`config.mk`:
```
export PLATFORM = sky130hd
export DESIGN_NAME = rx_ctrl
export DESIGN_NICKNAME = d
export VERILOG_FILES = /design/src/rtl/rx_ctrl.sv
export SDC_FILE = /design/constraint.sdc
export NUM_CORES = 1
export LEC_CHECK = 0
export CORE_MARGIN = 1
export CORE_UTILIZATION = 47
export DETAILED_ROUTE_END_ITERATION = 8
export PLACE_DENSITY = 0.81
export SLEW_MARGIN = 5
export SYNTH_ARGS = -nofsm -noshare
export SYNTH_HDL_FRONTEND = slang
export SYNTH_SLANG_ARGS = --single-unit
```
`constraint.sdc`:
```
create_clock -name CLK -period 3.2 [get_ports CLK]
set_input_delay 0.8 -clock CLK [delete_from_list [all_inputs] [get_ports CLK]]
set_output_delay 0.8 -clock CLK [all_outputs]
set_load 0.05 [all_outputs]
```
`src/rtl/rx_ctrl.sv`:
```
// Receive-channel controller: acknowledges a host transfer, forwards frame beats
// through a one-deep output register, and reports good or oversize frames.
module rx_ctrl #(
  parameter int unsigned MAX_WORDS = 4096
) (
  input  logic        CLK,
  input  logic        RST_N,
  output logic        CHNL_RX_CLK,
  input  logic        CHNL_RX,
  output logic        CHNL_RX_ACK,
  input  logic        CHNL_RX_LAST,
  input  logic [31:0] CHNL_RX_LEN,
  input  logic [30:0] CHNL_RX_OFF,
  input  logic [63:0] CHNL_RX_DATA,
  input  logic        CHNL_RX_DATA_VALID,
  output logic        CHNL_RX_DATA_REN,
  output logic [63:0] OUT_DATA,
  output logic        OUT_VALID,
  input  logic        OUT_READY,
  output logic        OUT_LAST,
  output logic        FRAME_END,
  output logic        FRAME_ERR
);

  typedef enum logic [2:0] {
    IDLE     = 3'd0,
    ACK      = 3'd1,
    RECV     = 3'd2,
    FLUSH    = 3'd3,
    DONE     = 3'd4,
    WAIT_LOW = 3'd5
  } state_t;

  state_t      state_r;
  state_t      state_s;
  logic [31:0] len_r;
  logic        len_err_r;
  logic [31:0] beat_cnt_r;
  logic [31:0] beats_s;
  logic        ren_s;
  logic        accept_s;
  logic        load_s;
  logic        last_beat_s;
  logic        ack_r;
  logic        frame_end_r;
  logic        frame_err_r;
  logic [63:0] out_data_r;
  logic        out_valid_r;
  logic        out_last_r;
  logic        unused_s;

  assign CHNL_RX_CLK = CLK;
  assign unused_s    = ^{CHNL_RX_LAST, CHNL_RX_OFF};

  // Beat count is ceil(len/2) without a 33rd bit: 0xFFFFFFFF gives 0x80000000.
  assign beats_s     = {1'b0, len_r[31:1]} + {31'd0, len_r[0]};
  assign last_beat_s = (beat_cnt_r == (beats_s - 32'd1));
  assign accept_s    = CHNL_RX_DATA_VALID & ren_s;
  assign load_s      = accept_s & ~len_err_r;

  // Read enable: only in RECV, and only when the output register can take a beat.
  always_comb begin
    ren_s = 1'b0;
    if (state_r == RECV) begin
      ren_s = len_err_r | ~out_valid_r | OUT_READY;
    end else begin
      ren_s = 1'b0;
    end
  end

  // Next-state logic.
  always_comb begin
    state_s = state_r;
    case (state_r)
      IDLE: begin
        if (CHNL_RX) state_s = ACK;
        else         state_s = IDLE;
      end
      ACK: begin
        if (len_r == 32'd0) state_s = DONE;
        else                state_s = RECV;
      end
      RECV: begin
        if (accept_s && last_beat_s) state_s = FLUSH;
        else                         state_s = RECV;
      end
      FLUSH: begin
        if (!out_valid_r) state_s = DONE;
        else              state_s = FLUSH;
      end
      DONE: begin
        state_s = WAIT_LOW;
      end
      WAIT_LOW: begin
        if (!CHNL_RX) state_s = IDLE;
        else          state_s = WAIT_LOW;
      end
      default: begin
        state_s = IDLE;
      end
    endcase
  end

  // State, frame bookkeeping and status pulses.
  always_ff @(posedge CLK) begin
    if (!RST_N) begin
      state_r     <= IDLE;
      len_r       <= 32'd0;
      len_err_r   <= 1'b0;
      beat_cnt_r  <= 32'd0;
      ack_r       <= 1'b0;
      frame_end_r <= 1'b0;
      frame_err_r <= 1'b0;
    end else begin
      state_r     <= state_s;
      ack_r       <= (state_s == ACK);
      frame_end_r <= (state_r == DONE) & ~len_err_r;
      frame_err_r <= (state_r == DONE) & len_err_r;
      if ((state_r == IDLE) && CHNL_RX) begin
        len_r      <= CHNL_RX_LEN;
        len_err_r  <= (CHNL_RX_LEN > 32'(MAX_WORDS));
        beat_cnt_r <= 32'd0;
      end else if (accept_s) begin
        beat_cnt_r <= beat_cnt_r + 32'd1;
      end
    end
  end

  // Output register: a new load wins over draining the current beat.
  always_ff @(posedge CLK) begin
    if (!RST_N) begin
      out_data_r  <= 64'd0;
      out_valid_r <= 1'b0;
      out_last_r  <= 1'b0;
    end else if (load_s) begin
      out_data_r  <= CHNL_RX_DATA;
      out_valid_r <= 1'b1;
      out_last_r  <= last_beat_s;
    end else if (out_valid_r && OUT_READY) begin
      out_valid_r <= 1'b0;
      out_last_r  <= 1'b0;
    end
  end

  assign CHNL_RX_ACK      = ack_r;
  assign CHNL_RX_DATA_REN = ren_s;
  assign OUT_DATA         = out_data_r;
  assign OUT_VALID        = out_valid_r;
  assign OUT_LAST         = out_last_r;
  assign FRAME_END        = frame_end_r;
  assign FRAME_ERR        = frame_err_r;

endmodule

```
# == Yosys cells after proc, flatten, opt, wreduce, memory -nomap -nowiden ==
# Index checks and enable logic that the tools add are counted.
# op_classes
n_addsub,3
order_cmp,1
n_eq_ne,7
mux,10
n_bitwise,9
reduce_logical,7
# op_table
operator,n
$add 31x1->32,1
$add 32x1->32 const B,1
$eq 32x32->1,1
$gt 32x13->1 const B,1
$logic_not 32->1,1
$sub 32x1->32 const B,1
$pmux 3 s6,1
$mux 3,3
$eq 3x1->1 const B,2
$eq 3x2->1 const B,2
$eq 3x3->1 const B,2
$mux 1,6
$and 1x1->1,4
$logic_and 1x1->1,3
$logic_not 3->1,1
$not 1->1,3
$or 1x1->1,2
$reduce_bool 2->1,1
$reduce_or 2->1,1
# totals
regBits,137
inputBits,133
output_inout_bits,71
wordCells,47

# == Logic depth before layout (Yosys ltp) ==
# depth
ltp_word,9
depth_mapped,10
depth_no_buf,10

==> run_results.csv <==
group,metric,value,unit
run_status,outcome,"completed",
sta,hold_violations,0,
power,cellPowerDensity,561.9,nW/um2
setup_path,crit_fanout,2,
synth,synth_seq_area_share,42.79,%
global_routing,grt_max_degree,67,
floorplanning,die_area,14110,um2
floorplanning,num_rows,42,
floorplanning,fp.dieW,118.8,um
clocking,tritoncts,"built",
setup_path,worstPathArrival,2260,ps
place,dp_slack,127.9,ps
place,port_buffers,171,
synth,synth-async-reset-ratio,0,%
place,gp_congestion,0.8646,
layout,fin_nets,1108,
setup_path,crit_path_start,"CLK",
power,p_leak,0.003199,uW
clocking,clk_pin_slew,60,ps
setup_path,reg2reg_slack,370,ps
route,drtIter0Drc,395,
setup_path,rr_endpoint,"OUT_LAST",
sta,grt_setup_unrepaired,"no",
sta,finalSetupViolCount,0,
synth,synth_largest_area_cell,"dfxtp_1",
route,vias_per_cell,5.330,
global_routing,grt.overflow.total,0,
worst_hold_path,whs_path_depth,2,
synth,syn_area,6410,um2
layout,drive_gt1_share,8.028,%
global_routing,grt_pass1_wl,29.09,mm
layout,final_common_cell,"nand2_1",
setup_path,cp-endpoint,"CHNL_RX_CLK",
global_routing,antenna_found_initial,0,
synth,ys_ff_latch,137,
power,vdd_ir_drop_max,0.6253,mV
synth,postSynthCellCount,813,
route,drt_wl_total,17.98,mm
setup_path,end_kind,"output pin",
synth,synth_top_cell_area_share,42.79,%
synth,ys.flop_type,"dfxtp_1",
setup_path,critical_path_class,"clk2out",
setup_path,worstReg2RegStart,"len_r[0]",
floorplanning,core-area,13300,um2
sta,maxSlewViolCount,0,
synth,yosys_warnings,0,
route,via_count,6183,
layout,layout_common_cells,"nand2_1, clkdlybuf4s50_1, dfxtp_1",
setup_path,crit_chain,"clkbuf_16, clkbuf_16, dlygate4sd2_1",
layout,syn_to_final_growth,40.13,%
setup_path,critPathRequiredTime,2400,ps
setup_path,critical-path-max-stage-delay,410,ps
sta,skew,8.652,ps
setup_path,path_buf_inv,3,
sta,relSlewSlack,55.56,%
place,hpwl,12.19,mm
sta,timing.setup.tns,0,ps
synth,synth.distinct_cells,55,
setup_path,critPathSlowestCell,"dlygate4sd2_1",
synth,synth_nets,950,
floorplanning,initial_core_util,48.21,%
setup_path,cp-start-kind,"clock port",
floorplanning,die_y,118.8,um
synth,synth_area_per_cell,7.884,um2
setup_path,cp_num_cells,3,
synth,ys_top_cells_by_area,"dfxtp_1, nand2_1, a21oi_1",
setup_path,cpMostUsedCell,"clkbuf_16",
flow_run,maxCapViolCount,0,
clocking,cts_hold_buffers,0,
sta,fin_hold_ws,451.4,ps
synth,synth_edf_count,0,
route,ant_nets,0,
global_routing,grt_pass1_vias,5960,
route,routedWlPerCell,15.50,um
floorplanning,io_pins,204,
setup_path,reg2regPathDepth,10,
sta,tightest_slew,663.0,ps
setup_path,cp_top_family,"buffers and inverters",
route,dr.pass1.iters,5,
route,drc,0,
global_routing,grtUsageTotal,26.66,%
worst_hold_path,hp-class,"reg2reg",
sta,fin_ws,139.3,ps
layout,antenna_cells,0,
clocking,insertion_delay,540,ps
layer usage:
layer	track usage (%)	share of wire [%]	vias to the layer above
met5	0	0	-
li1	-	-	3061
met3	8.205	6.9	40
met4	11.71	2.3	0
met1	32.00	43	2873
met2	43.71	48	209
where the power goes:
part           internal, uW  switching [uW]
registers              1770            83.7
clock network          1520             811
logic                   376             491
total                  3660            1390
layout make-up:
class | count | area [um2]
Clock buffer | 25 | 544.3
Clock inverter | 11 | 168.9
Fill cell | 1061 | 4313
Inverter | 11 | 41.29
Multi-Input combinational cell | 616 | 3411
Sequential cell | 137 | 2743
Tap cell | 176 | 220.2
Timing Repair Buffer | 184 | 1854
stage by stage:
stage	utilization [%]	instance area, um2	std cells	total power [uW]
2_1_floorplan	-	6410	813	2492
3_3_place_gp	62.23	8274	1125	2790
3_5_place_dp	62.23	8274	1125	2807
4_1_cts	67.52	8977	1160	5068
5_1_grt	67.56	8982	1160	5235
6_report	67.56	8982	1160	5047
repair_timing:
action | in CTS | in global routing
resized for setup | 1 | 1
endpoints found under the setup margin | 1 | 1
buffers inserted | 0 | 0
registers in the layout, summed over array words and instances, names as in the netlist:
signal and flops:
OUT_DATA 64, state_r 3, len_r 32, len_err_r 1
OUT_LAST 1, beat_cnt_r 32, FRAME_ERR 1, FRAME_END 1
OUT_VALID 1, CHNL_RX_ACK 1
cell families (layout without fill, tap and decap cells):
kind of cell             count (synthesis)  after routing  synth area share (%)
AO/OA/AOI/OAI                          146            146                 13.14
XOR/XNOR                                68             68                 9.291
adder cells (fa/ha/maj)                  4              4                0.7808
buffers and inverters                   60            231                 4.275
flip-flops                             137            137                 42.79
multiplexers                             1              1                0.1562
AND/OR/NAND/NOR                        397            397                 29.57
worst register-to-register path: cells and delay by family, from the launching register on:
family | cells | cell delay, ps
buf+inv | 1 | 80
compound gates | 2 | 750
fa+ha+maj | 2 | 440
flops | 1 | 310
simple gates | 5 | 1150
how the worst min path moves through the flow:
stage	start	to	slack [ps]
5_1_grt	OUT_DATA[59]	OUT_DATA[59]	470
3_5_place_dp	OUT_DATA[21]	OUT_DATA[21]	450
4_1_cts	OUT_DATA[59]	OUT_DATA[59]	450
3_3_place_gp	OUT_DATA[7]	OUT_DATA[7]	440
6_report	OUT_DATA[20]	OUT_DATA[20]	450
2_1_floorplan	len_r[0]	len_r[0]	440
Yosys cell counts, types with 5 or more instances:
library cell,n
nor3b_1,5
xor2_1,38
clkbuf_1,37
buf_6,5
nand2_1,225
nand4_1,16
dfxtp_1,137
nor2_1,56
nand3_1,15
nor3_1,17
xnor2_1,30
inv_1,11
o21ai_0,10
a21oi_1,113
a31oi_1,5
nor4_1,16
No activity file was read; power rests on OpenSTA's default activity.
